**src/rtl/mem_port_arbiter.sv**
```systemverilog
// Arbitrates the shared program/data memory between the CPU (fixed priority) and a loader port.
// The loader steals idle CPU cycles and forces a one-cycle CPU freeze if it is starved too long.
module mem_port_arbiter #(
    parameter int unsigned AW       = 4,
    parameter int unsigned DW       = 8,
    parameter int unsigned MAX_WAIT = 8
) (
    input  logic          clk,
    input  logic          clr,
    input  logic          cpu_read,
    input  logic          cpu_write,
    input  logic [AW-1:0] cpu_addr,
    input  logic [DW-1:0] cpu_wdata,
    output logic [DW-1:0] cpu_rdata,
    output logic          cpu_hold,
    input  logic          ld_req,
    input  logic          ld_we,
    input  logic [AW-1:0] ld_addr,
    input  logic [DW-1:0] ld_wdata,
    output logic [DW-1:0] ld_rdata,
    output logic          ld_ack,
    output logic          mem_read,
    output logic          mem_write,
    output logic [AW-1:0] mem_addr,
    output logic [DW-1:0] mem_wdata,
    input  logic [DW-1:0] mem_rdata
);

    localparam int unsigned CW = (MAX_WAIT > 1) ? $clog2(MAX_WAIT) : 1;
    localparam logic [CW-1:0] WaitLast = CW'(MAX_WAIT - 1);

    typedef enum logic [1:0] {
        StIdle,
        StPend,
        StForce,
        StAck
    } state_e;

    state_e        state_q, state_d;
    logic [CW-1:0] wait_q, wait_d;
    logic          hold_we_q, hold_we_d;
    logic [AW-1:0] hold_addr_q, hold_addr_d;
    logic [DW-1:0] hold_wdata_q, hold_wdata_d;
    logic [DW-1:0] rdata_q, rdata_d;
    logic          cpu_busy;
    logic          steal;
    logic          latch;

    assign cpu_busy  = cpu_read | cpu_write;
    assign cpu_rdata = mem_rdata;
    assign ld_rdata  = rdata_q;

    always_comb begin
        state_d      = state_q;
        wait_d       = wait_q;
        hold_we_d    = hold_we_q;
        hold_addr_d  = hold_addr_q;
        hold_wdata_d = hold_wdata_q;
        rdata_d      = rdata_q;
        mem_read     = cpu_read;
        mem_write    = cpu_write;
        mem_addr     = cpu_addr;
        mem_wdata    = cpu_wdata;
        cpu_hold     = 1'b0;
        ld_ack       = 1'b0;
        steal        = 1'b0;
        latch        = 1'b0;

        unique case (state_q)
            StIdle: begin
                latch = ld_req;
                if (ld_req) state_d = StPend;
            end
            StPend: begin
                if (!cpu_busy) begin
                    steal   = 1'b1;
                    state_d = StAck;
                end else if (wait_q == WaitLast) begin
                    state_d = StForce;
                end else begin
                    wait_d = wait_q + 1'b1;
                end
            end
            StForce: begin
                // CPU is frozen, so its strobes are ignored this cycle
                cpu_hold = 1'b1;
                steal    = 1'b1;
                state_d  = StAck;
            end
            StAck: begin
                ld_ack  = 1'b1;
                latch   = ld_req;
                state_d = ld_req ? StPend : StIdle;
            end
            default: state_d = StIdle;
        endcase

        if (steal) begin
            mem_read  = ~hold_we_q;
            mem_write = hold_we_q;
            mem_addr  = hold_addr_q;
            mem_wdata = hold_wdata_q;
            if (!hold_we_q) rdata_d = mem_rdata;
        end

        if (latch) begin
            hold_we_d    = ld_we;
            hold_addr_d  = ld_addr;
            hold_wdata_d = ld_wdata;
            wait_d       = '0;
        end
    end

    always_ff @(posedge clk or negedge clr) begin
        if (!clr) begin
            state_q      <= StIdle;
            wait_q       <= '0;
            hold_we_q    <= 1'b0;
            hold_addr_q  <= '0;
            hold_wdata_q <= '0;
            rdata_q      <= '0;
        end else begin
            state_q      <= state_d;
            wait_q       <= wait_d;
            hold_we_q    <= hold_we_d;
            hold_addr_q  <= hold_addr_d;
            hold_wdata_q <= hold_wdata_d;
            rdata_q      <= rdata_d;
        end
    end

endmodule
```
**config.mk**
```make
export PLATFORM = sky130hd
export DESIGN_NAME = mem_port_arbiter
export DESIGN_NICKNAME = d
export VERILOG_FILES = /design/src/rtl/mem_port_arbiter.sv
export SDC_FILE = /design/constraint.sdc
export NUM_CORES = 1
export LEC_CHECK = 0
export CAP_MARGIN = 0
export CORE_ASPECT_RATIO = 0.7
export CORE_MARGIN = 2
export CORE_UTILIZATION = 30
export DETAILED_ROUTE_END_ITERATION = 6
export PLACE_DENSITY = 0.75
export SLEW_MARGIN = 20
export SYNTH_ARGS = -nofsm -noshare
export SYNTH_HDL_FRONTEND = slang
export SYNTH_SLANG_ARGS = --single-unit
```
**constraint.sdc**
```tcl
create_clock -name clk -period 1.7 [get_ports clk]
set_clock_uncertainty 0.1 [all_clocks]
set_input_delay 0.34 -clock clk [delete_from_list [all_inputs] [get_ports clk]]
set_output_delay 0.34 -clock clk [all_outputs]
set_load 0.005 [all_outputs]
```
==> results.py, run 1 <==
metrics = {
    "outcome": {
        "status": "finished with violations",
        "violations": "setup timing",
    },
    "clock_network": {
        "cts_max_level": 1,
        "clock-root-buffer": "clkbuf_8",
        "numCtsBuffers": 3,
        "cts_tree": "yes",
        "cts-hold-fix-buffers": 0,
        "clkLatencyLatePin_ns": 0.27,
        "clockBufferDepth": 2,
        "cts_sinks": 26,
        "cts.clk_slew.worst_paths_ns": 0.09,
    },
    "grt": {
        "grt_overflow_total": 0,
        "antenna_found_initial": 0,
        "grt_max_degree": 27,
        "grt_pass1_wl_mm": 6.09,
        "grt_pass1_vias": 1288,
        "track_usage_pct": 14.9,
    },
    "critical_path": {
        "crit_top_cell": "buf_4",
        "crit_chain": "inv_2, buf_4, ha_4, nor2b_4, o21ai_4, buf_4, a21boi_2, dlygate4sd2_1",
        "crit_buf_inv": 4,
        "worstSetupEndpointType": "output pin",
        "crit_required_ns": 1.26,
        "start_kind": "flip-flop",
        "slowest_stage": "dfrtp_1",
        "crit_fanout": 3,
        "cpPeakStageDelay_ns": 0.37,
        "cp.arrival_ns": 1.90,
        "crit_type": "flip-flop to output pin",
        "path_delay_family": "buffers and inverters",
    },
    "final_layout": {
        "area_growth_pct": 82.9,
        "layout_commonest_cell": "clkdlybuf4s50_1",
        "diodes": 0,
        "layout_common_cells": "45 x clkdlybuf4s50_1, 25 x dfrtp_1, 23 x buf_6",
        "drive_gt1_share_pct": 51.5,
        "nets": 249,
    },
    "drt": {
        "wl_met3_um": 382,
        "ant_nets": 0,
        "wl_met2_mm": 1.81,
        "avgRoutedWirePerCell_um": 15.2,
        "drtIter0Drc": 86,
        "dr_total_vias": 1200,
        "drtPass1Iterations": 4,
        "wl_mm": 3.92,
        "highest_layer": "met4",
        "via_per_inst": 4.67,
        "met1_length_mm": 1.69,
        "drc_errors": 0,
    },
    "synthesis": {
        "synthCells": 105,
        "syn_area_um2": 1430,
        "synth_warnings": 0,
        "ys_seq_elements": 26,
        "ys_seq_area_share_pct": 45.6,
        "synth_nets": 151,
        "ys_types": 22,
        "synth.avg_cell_area_um2": 13.6,
    },
    "place": {
        "pre_cts_slack_ns": -0.822,
        "gp_congestion": 0.739,
        "portBuffers": 69,
        "post-dp-hpwl_mm": 2.74,
    },
    "sta": {
        "worst_pin_slew_ns": 0.336,
        "fin_crit_ns": 2.34,
        "setup_viol": 38,
        "rsz0062_at_grt": "true",
        "setup_ws_ns": -0.644,
        "hold_viol_final": 0,
        "slew_headroom_pct": 77.5,
        "fmax_ghz": 0.427,
        "drv_slew": 0,
        "finalCritPeriodShare_pct": 138,
    },
    "hold_path": {
        "hp-class": "input port to async pin",
    },
    "pwr": {
        "switching_share_pct": 30.2,
        "power.total_mw": 4.60,
        "p_comb_share_pct": 64.6,
        "pwr_density_cell_nw_per_um2": 1760,
        "cellInternalPower_mw": 3.21,
        "power_frac_clock_pct": 11.3,
        "seq_power_share_pct": 24.2,
        "p_leak_nw": 1.21,
        "power_switching_mw": 1.39,
        "peakVddDrop_uv": 856,
    },
    "floorplanning": {
        "start_util_pct": 32.1,
        "die_h_um": 61.7,
        "die-area_um2": 5340,
        "rows": 20,
        "boundaryPins": 70,
        "core_area_um2": 4450,
        "die-width_um": 86.5,
    },
    "run": {
        "maxCapViolCount": 0,
    },
}
[cell families (layout without fill, tap and decap cells)]
logic type / Yosys count / in the layout / synth area share [%]
AOI/OAI and AO/OA: 14 / 14 / 7.28
adders and majority gates: 8 / 8 / 7.01
buffers and inverters: 15 / 112 / 6.75
DFF: 26 / 26 / 45.6
muxes: 35 / 35 / 29.6
and+or+nand+nor: 7 / 7 / 3.77
[power groups by stage]
stage	Sequential, mW	Combinational, mW	Clock, mW
after floorplan	1.08	1.22	0
after global placement	1.09	2.18	0
after detailed placement	1.11	2.26	0
after CTS	1.10	2.82	0.529
after global routing	1.15	3.17	0.556
final	1.11	2.97	0.518
[synthesized netlist by cell type]
cell       instances  area (um2)
a21oi_1            4        20.0
o21ai_2            1        8.76
mux2i_1            1        10.0
mux2_2            26         293
nor3b_4            1        18.8
a21bo_2            1        10.0
o21ba_2            1        10.0
a2111oi_0          1        8.76
ha_1               8         100
nor2b_1            3        18.8
nand3_1            2        10.0
buf_6              1        11.3
dfrtp_1           26         651
o21bai_1           1        7.51
buf_2              2        10.0
inv_1              4        15.0
mux2_4             8         120
o21ai_4            1        16.3
or3_1              1        6.26
o21ai_0            3        15.0
a21boi_0           1        7.51
buf_4              8        60.1
[worst paths after layout]
kind	startpoint	end	slack (ns)	depth (start not counted)
worst max register to register	state_q[0]$_DFFE_PN0P_	ld_rdata[6]$_DFFE_PN0P_	-0.16	7
worst max-delay path	state_q[1]$_DFFE_PN0P_	mem_write	-0.64	8
worst min-delay path	clr	hold_wdata_q[0]$_DFFE_PN0P_	0.33	2
worst min register to register	ld_rdata[2]$_DFFE_PN0P_	ld_rdata[2]$_DFFE_PN0P_	0.41	1
min in group clk	ld_rdata[2]$_DFFE_PN0P_	ld_rdata[2]$_DFFE_PN0P_	0.41	1
max in group asynchronous	clr	state_q[0]$_DFFE_PN0P_	0.90	2
[timing repair]
action / in CTS / in global routing
cloned: 1 / 0
pin swaps: 4 / 3
gates resized for setup: 105 / 11
setup endpoints to repair: 46 / 41
setup buffers: 15 / 2
[final cells by class]
class / count / area, um2
inverters: 4 / 15.0
multi-input cells: 64 / 797
repair buffers: 104 / 1010
fillers: 371 / 1840
clock inverters: 1 / 30.0
clock buffers: 3 / 41.3
flip-flops and latches: 26 / 652
well taps: 55 / 68.8
[flip-flops by register name, indices dropped and copies added, names as in the netlist]
name          cells
hold_wdata_q      8
ld_rdata          8
hold_addr_q       4
wait_q            3
state_q           2
hold_we_q         1
[through the flow]
stage	setup TNS [ns]	utilization (%)	hold slack, ns	cell area, um2	instances
after floorplan	-1.75	-	-0.0556	1460	105
after global placement	-15.47	51.2	0.388	2280	236
after detailed placement	-16.40	51.2	0.393	2280	236
after CTS	-11.22	57.5	0.339	2560	255
after global routing	-14.03	58.6	0.362	2610	257
final	-11.14	58.6	0.328	2610	257
[layer usage]
layer  global-route usage (%)  vias up
met5                        0        -
met4                     4.46        0
met3                     5.68        6
li1                         -      553
met1                     18.4      578
met2                     24.7       63
Power figures use the tool's default switching activity.
==> run 2: changes to the inputs <==
--- a/config.mk
+++ b/config.mk
@@ -5,10 +5,11 @@
 export SDC_FILE = /design/constraint.sdc
 export NUM_CORES = 1
 export LEC_CHECK = 0
-export CAP_MARGIN = 0
+export CAP_MARGIN = 20
 export CORE_ASPECT_RATIO = 0.7
 export CORE_MARGIN = 2
 export CORE_UTILIZATION = 30
+export CTS_BUF_LIST = sky130_fd_sc_hd__clkbuf_2 sky130_fd_sc_hd__clkbuf_4 sky130_fd_sc_hd__clkbuf_8
 export DETAILED_ROUTE_END_ITERATION = 6
 export PLACE_DENSITY = 0.75
 export SLEW_MARGIN = 20
==> results of run 2 <==
No change in the layout: final DEF, timing and power equal those of run 1.
